===== src/rtl/cook_pkg.sv =====
// Shared types and limits for the cook-time countdown: state encoding, BCD digit bounds,
// MM:SS time struct and the load-validation helper.
package cook_pkg;

    typedef enum logic [1:0] {
        IDLE    = 2'd0,
        RUNNING = 2'd1,
        PAUSED  = 2'd2,
        DONE    = 2'd3
    } state_t;

    localparam logic [3:0] BCD_MAX_DIGIT    = 4'd9;
    localparam logic [3:0] BCD_MAX_SEC_TENS = 4'd5;

    typedef struct packed {
        logic [3:0] min_tens;
        logic [3:0] min_ones;
        logic [3:0] sec_tens;
        logic [3:0] sec_ones;
    } bcd_time_t;

    function automatic logic bcd_time_valid(input bcd_time_t t);
        return (t.min_tens <= BCD_MAX_DIGIT) && (t.min_ones <= BCD_MAX_DIGIT) &&
               (t.sec_tens <= BCD_MAX_SEC_TENS) && (t.sec_ones <= BCD_MAX_DIGIT);
    endfunction

endpackage


===== src/rtl/cook_countdown_if.sv =====
// Keypad-side digit/command inputs and display/magnetron/beeper-side outputs of the countdown.
// master = driver of commands (keypad side), slave = the countdown block.
interface cook_countdown_if;
    logic       load;
    logic [3:0] min_tens_in;
    logic [3:0] min_ones_in;
    logic [3:0] sec_tens_in;
    logic [3:0] sec_ones_in;
    logic       start;
    logic       stop;
    logic       door_open;

    logic [3:0] min_tens;
    logic [3:0] min_ones;
    logic [3:0] sec_tens;
    logic [3:0] sec_ones;
    logic       running;
    logic       paused;
    logic       done;
    logic       beep;
    logic       load_err;

    modport master (
        output load, min_tens_in, min_ones_in, sec_tens_in, sec_ones_in, start, stop, door_open,
        input  min_tens, min_ones, sec_tens, sec_ones, running, paused, done, beep, load_err
    );

    modport slave (
        input  load, min_tens_in, min_ones_in, sec_tens_in, sec_ones_in, start, stop, door_open,
        output min_tens, min_ones, sec_tens, sec_ones, running, paused, done, beep, load_err
    );
endinterface


===== src/rtl/bcd_time_decrement.sv =====
// Combinational MM:SS BCD minus one second with borrow chain; 00:00 saturates (no wrap).
// is_zero flags that the result is 00:00.
module bcd_time_decrement
    import cook_pkg::*;
(
    input  bcd_time_t cur,
    output bcd_time_t nxt,
    output logic      is_zero
);

    always_comb begin
        nxt = cur;
        if (cur == '0) begin
            nxt = cur;
        end else if (cur.sec_ones != 4'd0) begin
            nxt.sec_ones = cur.sec_ones - 4'd1;
        end else begin
            nxt.sec_ones = BCD_MAX_DIGIT;
            if (cur.sec_tens != 4'd0) begin
                nxt.sec_tens = cur.sec_tens - 4'd1;
            end else begin
                nxt.sec_tens = BCD_MAX_SEC_TENS;
                if (cur.min_ones != 4'd0) begin
                    nxt.min_ones = cur.min_ones - 4'd1;
                end else begin
                    nxt.min_ones = BCD_MAX_DIGIT;
                    nxt.min_tens = cur.min_tens - 4'd1;
                end
            end
        end
        is_zero = (nxt == '0);
    end

endmodule


===== src/rtl/cook_countdown.sv =====
// Microwave cook-time countdown: IDLE/RUNNING/PAUSED/DONE FSM over a BCD MM:SS register,
// one decrement per clk_1s edge, beep held DONE_HOLD cycles at completion. All outputs registered.
module cook_countdown
    import cook_pkg::*;
#(
    parameter int DONE_HOLD = 3
) (
    input  logic                   clk_1s,
    input  logic                   reset,
    cook_countdown_if.slave        bus
);

    localparam int HOLD_W = $clog2(DONE_HOLD + 1);
    localparam logic [HOLD_W-1:0] HOLD_LOAD = HOLD_W'(DONE_HOLD);
    localparam logic [HOLD_W-1:0] HOLD_ONE  = HOLD_W'(1);

    state_t            state;
    bcd_time_t         tm;
    bcd_time_t         tm_dec;
    bcd_time_t         din;
    logic              dec_zero;
    logic [HOLD_W-1:0] hold;
    logic              running;
    logic              paused;
    logic              done;
    logic              beep;
    logic              load_err;

    assign din = '{min_tens: bus.min_tens_in, min_ones: bus.min_ones_in,
                   sec_tens: bus.sec_tens_in, sec_ones: bus.sec_ones_in};

    bcd_time_decrement u_dec (
        .cur     (tm),
        .nxt     (tm_dec),
        .is_zero (dec_zero)
    );

    always_ff @(posedge clk_1s or posedge reset) begin
        if (reset) begin
            state    <= IDLE;
            tm       <= '0;
            hold     <= '0;
            running  <= 1'b0;
            paused   <= 1'b0;
            done     <= 1'b0;
            beep     <= 1'b0;
            load_err <= 1'b0;
        end else begin
            done     <= 1'b0;
            load_err <= 1'b0;
            case (state)
                IDLE: begin
                    // load wins over start on the same edge
                    if (bus.load) begin
                        if (bcd_time_valid(din)) tm <= din;
                        else                     load_err <= 1'b1;
                    end else if (bus.start && !bus.door_open && (tm != '0)) begin
                        state   <= RUNNING;
                        running <= 1'b1;
                    end
                end
                RUNNING: begin
                    if (bus.stop || bus.door_open) begin
                        state   <= PAUSED;
                        running <= 1'b0;
                        paused  <= 1'b1;
                    end else begin
                        tm <= tm_dec;
                        if (dec_zero) begin
                            state   <= DONE;
                            running <= 1'b0;
                            done    <= 1'b1;
                            beep    <= 1'b1;
                            hold    <= HOLD_LOAD;
                        end
                    end
                end
                PAUSED: begin
                    if (bus.stop) begin
                        state  <= IDLE;
                        paused <= 1'b0;
                        tm     <= '0;
                    end else if (bus.start && !bus.door_open) begin
                        state   <= RUNNING;
                        paused  <= 1'b0;
                        running <= 1'b1;
                    end
                end
                DONE: begin
                    if (bus.stop || (hold <= HOLD_ONE)) begin
                        state <= IDLE;
                        beep  <= 1'b0;
                        hold  <= '0;
                        tm    <= '0;
                    end else begin
                        hold <= hold - HOLD_ONE;
                    end
                end
                default: state <= IDLE;
            endcase
        end
    end

    assign bus.min_tens = tm.min_tens;
    assign bus.min_ones = tm.min_ones;
    assign bus.sec_tens = tm.sec_tens;
    assign bus.sec_ones = tm.sec_ones;
    assign bus.running  = running;
    assign bus.paused   = paused;
    assign bus.done     = done;
    assign bus.beep     = beep;
    assign bus.load_err = load_err;

endmodule

===== src/flat_wrapper.sv =====
// flat-port wrapper written by rule: the top's interface ports become plain ports
module cook_countdown_flat import cook_pkg::*;
#(
    parameter int DONE_HOLD = 3
)
  (clk_1s, reset, bus_load, bus_min_tens_in, bus_min_ones_in, bus_sec_tens_in, bus_sec_ones_in, bus_start, bus_stop, bus_door_open, bus_min_tens, bus_min_ones, bus_sec_tens, bus_sec_ones, bus_running, bus_paused, bus_done, bus_beep, bus_load_err);
  cook_countdown_if bus_i ();
  input  logic clk_1s;
  input  logic reset;
  input wire logic [$bits(bus_i.load)-1:0] bus_load;
  input wire logic [$bits(bus_i.min_tens_in)-1:0] bus_min_tens_in;
  input wire logic [$bits(bus_i.min_ones_in)-1:0] bus_min_ones_in;
  input wire logic [$bits(bus_i.sec_tens_in)-1:0] bus_sec_tens_in;
  input wire logic [$bits(bus_i.sec_ones_in)-1:0] bus_sec_ones_in;
  input wire logic [$bits(bus_i.start)-1:0] bus_start;
  input wire logic [$bits(bus_i.stop)-1:0] bus_stop;
  input wire logic [$bits(bus_i.door_open)-1:0] bus_door_open;
  output wire logic [$bits(bus_i.min_tens)-1:0] bus_min_tens;
  output wire logic [$bits(bus_i.min_ones)-1:0] bus_min_ones;
  output wire logic [$bits(bus_i.sec_tens)-1:0] bus_sec_tens;
  output wire logic [$bits(bus_i.sec_ones)-1:0] bus_sec_ones;
  output wire logic [$bits(bus_i.running)-1:0] bus_running;
  output wire logic [$bits(bus_i.paused)-1:0] bus_paused;
  output wire logic [$bits(bus_i.done)-1:0] bus_done;
  output wire logic [$bits(bus_i.beep)-1:0] bus_beep;
  output wire logic [$bits(bus_i.load_err)-1:0] bus_load_err;
  assign bus_i.load = bus_load;
  assign bus_i.min_tens_in = bus_min_tens_in;
  assign bus_i.min_ones_in = bus_min_ones_in;
  assign bus_i.sec_tens_in = bus_sec_tens_in;
  assign bus_i.sec_ones_in = bus_sec_ones_in;
  assign bus_i.start = bus_start;
  assign bus_i.stop = bus_stop;
  assign bus_i.door_open = bus_door_open;
  assign bus_min_tens = bus_i.min_tens;
  assign bus_min_ones = bus_i.min_ones;
  assign bus_sec_tens = bus_i.sec_tens;
  assign bus_sec_ones = bus_i.sec_ones;
  assign bus_running = bus_i.running;
  assign bus_paused = bus_i.paused;
  assign bus_done = bus_i.done;
  assign bus_beep = bus_i.beep;
  assign bus_load_err = bus_i.load_err;
  cook_countdown #(.DONE_HOLD(DONE_HOLD)) u_core (.clk_1s(clk_1s), .reset(reset), .bus(bus_i));
endmodule

===== config.mk =====
export PLATFORM = sky130hd
export DESIGN_NAME = cook_countdown_flat
export DESIGN_NICKNAME = d
export VERILOG_FILES = /design/src/rtl/cook_pkg.sv /design/src/rtl/cook_countdown_if.sv /design/src/rtl/bcd_time_decrement.sv /design/src/rtl/cook_countdown.sv /design/src/flat_wrapper.sv
export SDC_FILE = /design/constraint.sdc
export NUM_CORES = 1
export LEC_CHECK = 0
export ABC_CLOCK_PERIOD_IN_PS = 2400
export BUFFER_PORTS_ARGS = -buffer_cell sky130_fd_sc_hd__buf_2
export CAP_MARGIN = 20
export CORE_UTILIZATION = 48
export CTS_BUF_LIST = sky130_fd_sc_hd__clkbuf_16
export CTS_CLUSTER_DIAMETER = 30
export CTS_CLUSTER_SIZE = 28
export DETAILED_ROUTE_END_ITERATION = 10
export GPL_ROUTABILITY_DRIVEN = 0
export HOLD_SLACK_MARGIN = 0.12
export PLACE_DENSITY_LB_ADDON = 0.3
export SETUP_SLACK_MARGIN = 0.05
export SLEW_MARGIN = 10
export SYNTH_ARGS = -nofsm -noshare
export SYNTH_HDL_FRONTEND = slang
export SYNTH_SLANG_ARGS = --single-unit

===== constraint.sdc =====
create_clock -name clk_1s -period 2.4 [get_ports clk_1s]
set_clock_uncertainty 0.2 [all_clocks]
set_input_delay 0.12 -clock clk_1s [delete_from_list [all_inputs] [get_ports clk_1s]]
set_output_delay 0.12 -clock clk_1s [all_outputs]
set_load 0.05 [all_outputs]

==> results of run 1 <==
## layout by cell type, fill, tap and decap left out, types with 6 or more instances in the layout
master,n
sky130_fd_sc_hd__buf_2,42
sky130_fd_sc_hd__buf_4,38
sky130_fd_sc_hd__nor2_1,25
sky130_fd_sc_hd__dlygate4sd3_1,19
sky130_fd_sc_hd__a21oi_1,18
sky130_fd_sc_hd__o21ai_0,13
sky130_fd_sc_hd__nand2_1,13
sky130_fd_sc_hd__dfrtp_1,13
sky130_fd_sc_hd__dfrtp_2,12
sky130_fd_sc_hd__inv_1,9
sky130_fd_sc_hd__nor2b_1,7
sky130_fd_sc_hd__a22o_1,7
sky130_fd_sc_hd__o21ai_1,7
sky130_fd_sc_hd__nor4_1,6
sky130_fd_sc_hd__nor3_1,6
## flip-flops by register name (all words and copies together), names as in the netlist
register and cells:
u_core.bus.beep 1, u_core.bus.load_err 1, u_core.bus.paused 1, u_core.bus.running 1, u_core.bus.sec_tens 4, u_core.bus.min_tens 4, u_core.state 2, u_core.bus.done 1
u_core.bus.min_ones 4, u_core.hold 2, u_core.bus.sec_ones 4
## synthesized netlist by cell type (4+ instances only)
library cell               instances
sky130_fd_sc_hd__dfrtp_1          25
sky130_fd_sc_hd__nor2_1           25
sky130_fd_sc_hd__a21oi_1          18
sky130_fd_sc_hd__o21ai_0          15
sky130_fd_sc_hd__nand2_1          13
sky130_fd_sc_hd__inv_1            11
sky130_fd_sc_hd__clkbuf_1          8
sky130_fd_sc_hd__nor4_1            8
sky130_fd_sc_hd__a22o_1            7
sky130_fd_sc_hd__nor2b_1           7
sky130_fd_sc_hd__nor3_1            7
sky130_fd_sc_hd__o21ai_1           5
sky130_fd_sc_hd__ha_1              4
## layout make-up
| class | instances | area [um2] |
|---|---|---|
| flip-flops and latches | 25 | 640.6 |
| multi-input cells | 165 | 1210 |
| clock inverters | 1 | 7.507 |
| inverters | 11 | 41.29 |
| clock buffers | 3 | 75.07 |
| well taps | 46 | 57.56 |
| fillers | 206 | 693.2 |
| repair buffers | 101 | 716.9 |
## per-layer routing
layer  GRT usage, %  part of all wire [%]
met5              0                     0
met4          13.66                   3.2
met3          5.616                    10
met2          49.60                    47
met1          41.69                    40
## worst max path at each step
stage	endpoint	slack (ps)	depth (start not counted)
global route	u_core.bus.min_ones[0]	-60	8
CTS	u_core.bus.running	20	7
floorplan	u_core.bus.running	-80	7
detailed placement	u_core.state[1]	-40	7
global placement	u_core.state[1]	40	7
finish	u_core.bus.running	30	7
## critical path, delay by kind of cell, from the launching register on
family / cells / cell delay (ps)
AOI/OAI and AO/OA: 2 / 500
adders and majority gates: 1 / 150
buffers and inverters: 1 / 80
DFF: 1 / 410
and+or+nand+nor: 3 / 930
## power by group
part           internal, mW  switching [mW]  leakage (nW)  total, mW
clock                 0.227           0.165        0.0371      0.392
sequential            0.586           0.190         0.305      0.775
combinational          1.11            1.70         0.866       2.81
## cell families (layout without fill, tap and decap cells)
kind of cell	count (synthesis)	after routing	share of synthesized area (%)
AND/OR/NAND/NOR	82	83	26.28
AO/OA/AOI/OAI	74	74	28.09
flip-flops	25	25	34.94
buffers and inverters	24	116	5.660
adder cells (fa/ha/maj)	4	4	2.795
multiplexers	3	3	1.747
XOR/XNOR	1	1	0.4893
## what timing repair did
item | CTS | global route
pin swaps | 6 | 5
endpoints found under the setup margin | 11 | 20
hold endpoints to repair | 43 | 0
resized for setup | 8 | 15
gates cloned | 0 | 1
hold buffers | 19 | 0
buffers inserted | 2 | 5
## metrics by stage
| stage | setup WS, ps | cells | utilization (%) | hold slack (ps) |
|---|---|---|---|---|
| finish | 26.47 | 352 | 79.86 | 118.4 |
| global route | -61.48 | 352 | 79.86 | 146.1 |
| CTS | 19.27 | 346 | 76.52 | 120.9 |
| detailed placement | -44.90 | 321 | 66.96 | -12.57 |
| global placement | 35.60 | 321 | 66.96 | -14.01 |
| floorplan | -77.66 | 213 | - | -53.45 |
==> key figures, run 1 <==
Final layout
  • Final nets: 333
  • Count of inserted antenna diode cells: 0
  • Area added between synthesis and finish: 53.53%
  • Post-route standard cell area excluding fillers: 0.002749 mm2
  • Layout cells sized above 1: 40.85%

GRT
  • Number of global-route vias before repair: 2,077
  • Initial antenna violation count: 0
  • Global-route congestion overflow total: 0
  • Tot GR Track Use: 31.39%
  • Wire length of the first global-routing pass: 9791 um
  • Pin count of the biggest net entering global routing: 29

Place
  • Count of port buffers added during placement: 42
  • Hpwl dp: 3903 um
  • Post-placement cell area: 0.002305 mm2

Route
  • WL/cell: 17.73 um
  • Sum of routed wire length over all layers: 6242 um
  • Initial detailed-routing violation count: 264
  • DRC errors left: 0
  • Via count normalized by instance count: 6.253
  • Router iterations before antenna repair: 5
  • Number of vias in the routed layout: 2,201
  • Count of antenna-violating nets left after detailed routing: 0

Critical path
  • Arrival time at the worst endpoint: 2330 ps
  • Worst reg2reg path endpoint: u_core.bus.running
  • Maximum fanout count along the critical path: 6
  • Delay of the slowest cell on the worst path: 470 ps
  • Path depth of the worst reg2reg path: 7
  • Worst EP required: 2360 ps
  • Crit path from: u_core.bus.sec_ones[1]
  • Source of the worst register-to-register timing path: u_core.bus.sec_ones[1]
  • Crit path cell chain: inv_2, ha_4, or4b_4, or2_4, a211oi_4, nand4_4, a21bo_1
  • Endpoint kind of the worst setup timing path: flip-flop
  • Crit Path Category: reg2reg
  • Worst reg2reg setup slack: 30 ps
  • Type of origin of the critical path: flip-flop
  • Cell type of the slowest stage on the worst timing path: sky130_fd_sc_hd__or4b_4

Clock tree
  • Number of levels the H-tree was split into: 1
  • TritonCTS clock tree: built
  • Clk buf depth: 2
  • Root buffer cell: sky130_fd_sc_hd__clkbuf_16
  • Clock net sink count: 25
  • Clock transition at the registers of the reported paths: 70 ps
  • Clock latency on the worst-skew pair: 270 ps
  • Number of CTS-inserted buffers: 3

STA
  • Period utilisation layout: 98.90%
  • Max Clk Rate: 421.3 MHz
  • Tmin final: 2374 ps
  • Slew at the pin closest to its max-slew limit: 413.0 ps
  • Final Hold Violating Endpoints: 0
  • Max_slew headroom: 71.76%
  • Accumulated negative setup slack: 0 ps
  • Number of pins with negative max-slew slack in the final report: 0
  • Setup repair after global routing missed its margin: true
  • Final-report setup violation count: 0

Power and ir drop
  • Largest vdd supply drop: 0.8696 mV
  • Leakage power of the design: 1.208 nW
  • Power, Total: 3.973 mW
  • Power density over cell area: 1445 mW/mm2

Yosys
  • Number of distinct library cells after synthesis: 60
  • Leading cell types by total area after synthesis: sky130_fd_sc_hd__dfrtp_1, sky130_fd_sc_hd__nor2_1, sky130_fd_sc_hd__a21oi_1, sky130_fd_sc_hd__o21ai_0, sky130_fd_sc_hd__a22o_1
  • Part of the Yosys area used for sequential elements: 34.94%
  • Number of synthesized register bits: 25
  • Area fraction of the dominant cell type after synthesis: 34.94%
  • Synthesis Warnings: 0
  • Asr flop ratio synth: 100.0%
  • Number of instances in the synthesized netlist: 213
  • Synthesized cell area: 0.001790 mm2
  • Post-Synthesis Mean Instance Area: 8.406 um2
  • Synth Net Count: 239
  • Biggest area consumer among synthesized cells: sky130_fd_sc_hd__dfrtp_1
  • Number of synthesized flops with an enable pin: 0
  • Leading register cell type out of synthesis: sky130_fd_sc_hd__dfrtp_1

Floorplanning
  • Horiz. Die Dim: 63.08 um
  • Core area: 0.003442 mm2
  • Number of top-level pins: 43
  • DIE HEIGHT: 63.08 um
  • Cell row count: 21
  • Starting Density: 52.02%
  • DIE AREA: 0.003978 mm2

Hold path
  • Hold-critical path depth: 4
  • Min-Delay Endpoint: u_core.bus.sec_ones[0]
  • Worst hold-check path type: in2reg
  • Launch instance of the worst min-delay path: bus_sec_ones_in[0]

Run
  • Max_cap viols: 0

Outcome
  • Result of the run: completed
(Power assumes the default switching activity.)
==> run 2, diff against run 1 <==
ABC_CLOCK_PERIOD_IN_PS = 2000   (was 2400)
GPL_ROUTABILITY_DRIVEN = unset   (was 0)
GPL_TIMING_DRIVEN = 0   (was unset)
clock period = 2 ns   (was 2.4 ns; I/O delays follow)
==> key figures, run 2 (synthesis results as in run 1) <==
STA
  • Final-report setup violation count: 23 (+23)
  • Period utilisation layout: 133.4% (+34 points)
  • Max_slew headroom: 51.53% (-20 points)
  • Accumulated negative setup slack: -11,300 ps (-11,300 ps)
  • Post-route worst setup slack: -667.2 ps (-693.7 ps)
  • Number of pins with negative max-slew slack in the final report: 0 (unchanged)
  • Setup repair after global routing missed its margin: true
  • Tmin final: 2667 ps (+293.7 ps)
  • Slew at the pin closest to its max-slew limit: 727.1 ps (+314.1 ps)
  • Final Hold Violating Endpoints: 0 (unchanged)
  • Max Clk Rate: 374.9 MHz (-11%)

Critical path
  • Worst EP required: 2000 ps (-360 ps)
  • Maximum fanout count along the critical path: 4 (-2)
  • Endpoint kind of the worst setup timing path: flip-flop
  • Delay of the slowest cell on the worst path: 550 ps (+80 ps)
  • Type of origin of the critical path: flip-flop
  • Crit Path Category: reg2reg
  • Worst reg2reg setup slack: -670 ps (-690 ps)
  • Gate family responsible for the most delay along the worst path: simple AND/OR/NAND/NOR gates
  • Crit path cell chain: or4_4, buf_12, buf_8, nor4_4, o211ai_1, buf_4, or2_4, o21ai_1
  • CP bufs+invs: 3 (+2)
  • Cell type of the slowest stage on the worst timing path: sky130_fd_sc_hd__or4_4
  • Arrival time at the worst endpoint: 2660 ps (+330 ps)

GRT
  • Met2 layer usage reported by global route: 60.22% (+11 points)
  • Met1 Use GR: 47.36% (+5.7 points)
  • Number of global-route vias before repair: 2,301 (+11%)
  • Highest-utilization routing layer at the global route stage: met2
  • Met3 track utilization from global routing: 9.239% (+3.6 points)
  • Global-route congestion overflow total: 0 (unchanged)
  • Pin count of the biggest net entering global routing: 26 (-10%)
  • Tot GR Track Use: 38.85% (+7.5 points)
  • Wire length of the first global-routing pass: 11,670 um (+19%)
  • Initial antenna violation count: 1 (+1)

Route
  • Number of vias in the routed layout: 2,664 (+21%)
  • Initial detailed-routing violation count: 487 (+84%)
  • Count of antenna-violating nets left after detailed routing: 0 (unchanged)
  • Via count normalized by instance count: 7.259 (+16%)
  • Sum of routed wire length over all layers: 10,060 um (+61%)
  • DRC errors left: 0 (unchanged)
  • Router iterations before antenna repair: 5 (unchanged)
  • WL/cell: 27.40 um (+55%)

Final layout
  • Post-route standard cell area excluding fillers: 0.003114 mm2 (+13%)
  • Commonest non-fill, non-tap cell in the layout: sky130_fd_sc_hd__buf_2
  • Count of inserted antenna diode cells: 0 (unchanged)
  • Most used cells in the layout excluding fill and tap cells: sky130_fd_sc_hd__buf_2, sky130_fd_sc_hd__buf_4, sky130_fd_sc_hd__nor2_1, sky130_fd_sc_hd__dlygate4sd3_1, sky130_fd_sc_hd__dfrtp_1
  • Final nets: 348 (+4.5%)
  • Non-filler cells, final: 367 (+4.3%)
  • Layout cells sized above 1: 50.78% (+9.9 points)
  • Utilization after layout: 90.48% (+11 points)
  • Area added between synthesis and finish: 73.93%

Outcome
  • Failing checks: negative setup slack
  • Result of the run: finished with violations

Place
  • Post-placement cell area: 0.002163 mm2 (-6.1%)
  • Final RePlAce weighted congestion: 0.9427
  • Number of placed instances with taps included: 301 (-6.2%)
  • Count of port buffers added during placement: 42 (unchanged)
  • Hpwl dp: 3852 um (-1.3%)

Clock tree
  • Clk buf depth: 2 (unchanged)
  • Clock transition at the registers of the reported paths: 70 ps (about the same)
  • Number of CTS-inserted buffers: 3 (unchanged)
  • Clock net sink count: 25 (unchanged)
  • Number of levels the H-tree was split into: 1 (unchanged)
  • TritonCTS clock tree: built
  • Clock latency on the worst-skew pair: 270 ps (about the same)
  • Root buffer cell: sky130_fd_sc_hd__clkbuf_16

Power and ir drop
  • Leakage power of the design: 1.319 nW (+9.2%)
  • Power, Total: 5.962 mW (+50%)
  • Power density over cell area: 1914 mW/mm2 (+32%)
  • Internal power consumption: 2.687 mW (+40%)
  • Reg power frac: 17.6% (-1.9 points)
  • Largest vdd supply drop: 1.122 mV (+29%)
  • Fraction of power consumed by combinational cells: 74.4% (+3.8 points)
  • Clock power frac: 8.0% (-1.9 points)
  • Switching Share: 54.93% (+3.3 points)
  • Total net switching power: 3.275 mW (+60%)

Floorplanning
  • Number of top-level pins: 43 (unchanged)
  • DIE HEIGHT: 63.08 um (unchanged)
  • Starting Density: 52.02% (unchanged)
  • Horiz. Die Dim: 63.08 um (unchanged)
  • Cell row count: 21 (unchanged)
  • DIE AREA: 0.003978 mm2 (unchanged)
  • Core area: 0.003442 mm2 (unchanged)

Hold path
  • Worst hold-check path type: in2async

Run
  • Max_cap viols: 0 (unchanged)
[run 2: layer usage]
metal	wire length (um)	vias up	part of all wire (%)
li1	-	1013	-
met1	3324	1200	33
met2	4321	321	43
met3	1381	128	14
met4	1013	2	10
met5	13	-	0.13
[run 2: area by class of cell]
class / count / area (um2)
Buffer: 9 / 71.32
Clock buffer: 3 / 75.07
Sequential cell: 25 / 640.6
Timing Repair Buffer: 108 / 815.8
Inverter: 11 / 41.29
Tap cell: 46 / 57.56
Clock inverter: 1 / 8.758
Fill cell: 138 / 327.8
Multi-Input combinational cell: 164 / 1404
[run 2: stage by stage]
stage / setup WS (ps) / hold slack [ps]
finish: -667.2 / 94.54
global route: -697.5 / 121.1
CTS: -427.8 / 125.9
detailed placement: -576.8 / 174.1
global placement: -569.6 / 169.6
floorplan: -477.7 / -73.45
[run 2: path summary, 6_finish.rpt]
check	from	endpoint	cells after the start
max in group asynchronous	reset	u_core.bus.min_ones[1]	4
setup reg to reg	u_core.bus.sec_tens[2]	u_core.hold[1]	8
hold reg to reg	u_core.hold[0]	u_core.hold[0]	2
setup / recovery	u_core.bus.sec_tens[2]	u_core.hold[1]	8
hold / removal	reset	u_core.bus.sec_ones[1]	3
min in group clk_1s	bus_door_open	u_core.state[0]	6
[run 2: timing repair]
action                                  in CTS  in global routing
gates resized for setup                     44                 31
endpoints found under the setup margin      23                 23
pin swaps                                   22                 21
hold buffers                                21                  0
buffers inserted                            27                 17
hold endpoints to repair                    47                  0
[run 2: power groups by stage]
stage | Clock [mW] | Sequential [mW] | Combinational, mW
finish | 0.479 | 1.05 | 4.43
global route | 0.501 | 1.06 | 4.56
CTS | 0.475 | 0.974 | 3.33
detailed placement | 0 | 0.938 | 2.60
global placement | 0 | 0.929 | 2.56
floorplan | 0 | 1.44 | 1.51
[run 2: worst register-to-register path: cells and delay by family, from the launching register on]
kind	cells	cell delay, ps
buffers and inverters	3	470
flip-flops	1	410
AND/OR/NAND/NOR	3	1130
AO/OA/AOI/OAI	2	370
==> run 3, diff against run 2 <==
SYNTH_HIERARCHICAL = 1   (was unset)
==> key figures, run 3 <==
Clock tree
  • Root buffer cell: sky130_fd_sc_hd__clkbuf_16
  • Clock transition at the registers of the reported paths: 70 ps (about the same)
  • Clk buf depth: 2 (unchanged)
  • Clock net sink count: 25 (unchanged)
  • TritonCTS clock tree: built
  • Number of levels the H-tree was split into: 1 (unchanged)
  • Clock latency on the worst-skew pair: 260 ps (about the same)
  • Number of CTS-inserted buffers: 3 (unchanged)

STA
  • Setup repair after global routing missed its margin: true
  • Max Clk Rate: 389.1 MHz (+3.8%)
  • Tmin final: 2570 ps (-97.05 ps)
  • Number of pins with negative max-slew slack in the final report: 0 (unchanged)
  • Final-report setup violation count: 20 (-13%)
  • Accumulated negative setup slack: -7434 ps (+3865 ps)
  • Slew at the pin closest to its max-slew limit: 575.7 ps (-151.4 ps)
  • Post-route worst setup slack: -570.2 ps (+97.05 ps)
  • Max_slew headroom: 61.58% (+10 points)
  • Period utilisation layout: 128.5% (-4.9 points)
  • Final Hold Violating Endpoints: 0 (unchanged)

Yosys
  • Synthesized cell area: 0.001815 mm2 (+1.4%)
  • Number of synthesized flops with an enable pin: 0 (unchanged)
  • Most instantiated library cell after synthesis: sky130_fd_sc_hd__nand2_1
  • Synthesis Warnings: 6 (+6)
  • Number of synthesized register bits: 25 (unchanged)
  • Area fraction of the dominant cell type after synthesis: 34.46% (-0.48 points)
  • Number of distinct library cells after synthesis: 51 (-15%)
  • Post-synth top cells: sky130_fd_sc_hd__nand2_1, sky130_fd_sc_hd__dfrtp_1, sky130_fd_sc_hd__o21ai_0, sky130_fd_sc_hd__a32oi_1, sky130_fd_sc_hd__nor2_1
  • Synth Net Count: 231 (-3.3%)
  • Leading register cell type out of synthesis: sky130_fd_sc_hd__dfrtp_1
  • Number of instances in the synthesized netlist: 207 (-2.8%)
  • Post-Synthesis Mean Instance Area: 8.770 um2 (+4.3%)
  • Leading cell types by total area after synthesis: sky130_fd_sc_hd__dfrtp_1, sky130_fd_sc_hd__a32oi_1, sky130_fd_sc_hd__nand2_1, sky130_fd_sc_hd__o21ai_0, sky130_fd_sc_hd__o21ai_2
  • Part of the Yosys area used for sequential elements: 34.46% (-0.48 points)
  • Biggest area consumer among synthesized cells: sky130_fd_sc_hd__dfrtp_1
  • Asr flop ratio synth: 100.0% (unchanged)

Final layout
  • Multi-input gate area: 0.001227 mm2 (-13%)
  • Final nets: 322 (-7.5%)
  • Layout cells sized above 1: 48.15% (-2.6 points)
  • Area added between synthesis and finish: 50.93%
  • Most used cells in the layout excluding fill and tap cells: sky130_fd_sc_hd__buf_2, sky130_fd_sc_hd__nand2_1, sky130_fd_sc_hd__buf_4, sky130_fd_sc_hd__dlygate4sd3_1, sky130_fd_sc_hd__dfrtp_1
  • Register cell area after layout: 638.1 um2 (-0.39%)
  • Non-filler cells, final: 343 (-6.5%)
  • Number of inserted filler cells in the final layout: 243 (+76%)
  • Count of inserted antenna diode cells: 0 (unchanged)
  • Commonest non-fill, non-tap cell in the layout: sky130_fd_sc_hd__buf_2

Route
  • WL/cell: 17.66 um (-36%)
  • Count of antenna-violating nets left after detailed routing: 0 (unchanged)
  • Via count normalized by instance count: 6.198 (-15%)
  • DRC errors left: 0 (unchanged)
  • Number of vias in the routed layout: 2,126 (-20%)
  • Sum of routed wire length over all layers: 6059 um (-40%)
  • Initial detailed-routing violation count: 219 (-55%)
  • Router iterations before antenna repair: 5 (unchanged)

Critical path
  • Cell type of the slowest stage on the worst timing path: sky130_fd_sc_hd__or4_4
  • Worst EP required: 1940 ps (-60 ps)
  • Crit Path Category: reg2reg
  • Endpoint kind of the worst setup timing path: flip-flop
  • Arrival time at the worst endpoint: 2510 ps (-150 ps)
  • Maximum fanout count along the critical path: 4 (unchanged)
  • Gate family responsible for the most delay along the worst path: simple AND/OR/NAND/NOR gates
  • Type of origin of the critical path: flip-flop
  • CP bufs+invs: 2 (-1)
  • Worst reg2reg setup slack: -570 ps (+100 ps)
  • Crit path cell chain: or4_4, buf_6, nor4_4, buf_4, nand3_2, xnor2_1, a32oi_1, o21ai_2
  • Delay of the slowest cell on the worst path: 580 ps (+30 ps)

Hold path
  • Worst hold-check path type: in2async

Floorplanning
  • DIE AREA: 0.004032 mm2 (+1.4%)
  • DIE HEIGHT: 63.50 um (+0.67%)
  • Starting Density: 52.34% (+0.33 points)
  • Cell row count: 21 (unchanged)
  • Number of top-level pins: 43 (unchanged)
  • Core area: 0.003468 mm2 (+0.76%)
  • Horiz. Die Dim: 63.50 um (+0.67%)

Outcome
  • Result of the run: finished with violations
  • Failing checks: negative setup slack

Place
  • Hpwl dp: 3336 um (-13%)
  • Pre-CTS setup slack: -620.5 ps (-43.70 ps)
  • Count of port buffers added during placement: 41 (-2.4%)
  • Number of placed instances with taps included: 294 (-2.3%)
  • Final RePlAce weighted congestion: 0.9144 (-3.0%)

GRT
  • Initial antenna violation count: 0 (-1)
  • Wire length of the first global-routing pass: 9287 um (-20%)
  • Tot GR Track Use: 29.54% (-9.3 points)
  • Pin count of the biggest net entering global routing: 26 (unchanged)
  • Number of global-route vias before repair: 1,911 (-17%)
  • Global-route congestion overflow total: 0 (unchanged)

Run
  • Max_cap viols: 0 (unchanged)
-- run 3: cell types whose count changed in the layout (fill, tap and decap cells not counted), moves of 4 or more --
cell,previous run,this run
sky130_fd_sc_hd__a21oi_1,11,3
sky130_fd_sc_hd__a21oi_2,7,2
sky130_fd_sc_hd__a22o_1,7,1
sky130_fd_sc_hd__a32oi_1,1,13
sky130_fd_sc_hd__buf_4,35,22
sky130_fd_sc_hd__nand2_1,12,29
sky130_fd_sc_hd__nor2_1,23,9
sky130_fd_sc_hd__nor2b_1,6,2
sky130_fd_sc_hd__nor4_1,2,6
sky130_fd_sc_hd__nor4_4,8,1
sky130_fd_sc_hd__o21ai_1,7,13
sky130_fd_sc_hd__o21ai_2,3,12
-- run 3: area by class of cell --
class                      instances  share of cell area, %
sequential                        25                  23.29
timing repair buffer              88                  23.42
clock buffer                       3                  2.740
buffer                             9                  2.329
clock inverter                     1                 0.1370
inverter                           8                  1.187
tap                               46                  2.100
multi-input combinational        163                  44.79
-- run 3: kinds of logic (layout without fill, tap and decap cells) --
family,Yosys count,after routing,synth area share [%]
buffers and inverters,19,109,6.064
muxes,1,1,0.6202
adders and majority gates,2,2,1.378
AOI/OAI and AO/OA,71,71,28.19
and+or+nand+nor,86,86,27.84
DFF,25,25,34.46
xor gates and xnor gates,3,3,1.448
-- run 3: layer usage --
layer  part of all wire [%]  vias up  global-route usage [%]
met5                      0        -                       0
met4                    1.7        0                   9.375
met3                    7.7       12                   3.442
met2                     47      139                   46.94
met1                     44     1010                   41.47
li1                       -      965                       -
-- run 3: through the flow --
| stage | area, um2 | utilization, % | hold slack (ps) |
|---|---|---|---|
| 2_1_floorplan | 1871 | - | -73.38 |
| 3_3_place_gp | 2133 | 61.51 | 150.8 |
| 3_5_place_dp | 2133 | 61.51 | 152.6 |
| 4_1_cts | 2567 | 74.03 | 325.6 |
| 5_1_grt | 2740 | 79.00 | 279.7 |
| 6_report | 2740 | 79.00 | 233.8 |
-- run 3: final timing paths --
check | start | end | cells after the start
max in group asynchronous | reset | u_core/bus.sec_ones[3] | 4
hold reg to reg | u_core/bus.paused | u_core/bus.paused | 2
setup reg to reg | u_core/bus.sec_tens[2] | u_core/bus.min_tens[3] | 8
hold / removal | reset | u_core/bus.min_ones[2] | 3
min in group clk_1s | u_core/bus.paused | u_core/bus.paused | 2
setup / recovery | u_core/bus.sec_tens[2] | u_core/bus.min_tens[3] | 8
-- run 3: tightest hold or removal path: stages --
cell                            delay (ps)
sky130_fd_sc_hd__dlygate4sd3_1         530
sky130_fd_sc_hd__buf_2                 110
sky130_fd_sc_hd__inv_1                 420
-- run 3: what timing repair did --
item                       CTS  global route
setup buffers               14            13
hold endpoints to repair    46             0
setup endpoints to repair   20            21
pin swaps                   18            22
resized for setup           17            24
hold buffers                20             0
Power of run 3 is not shown: default switching activity piles up to over one toggle a cycle in this logic, so the estimate is an artifact.
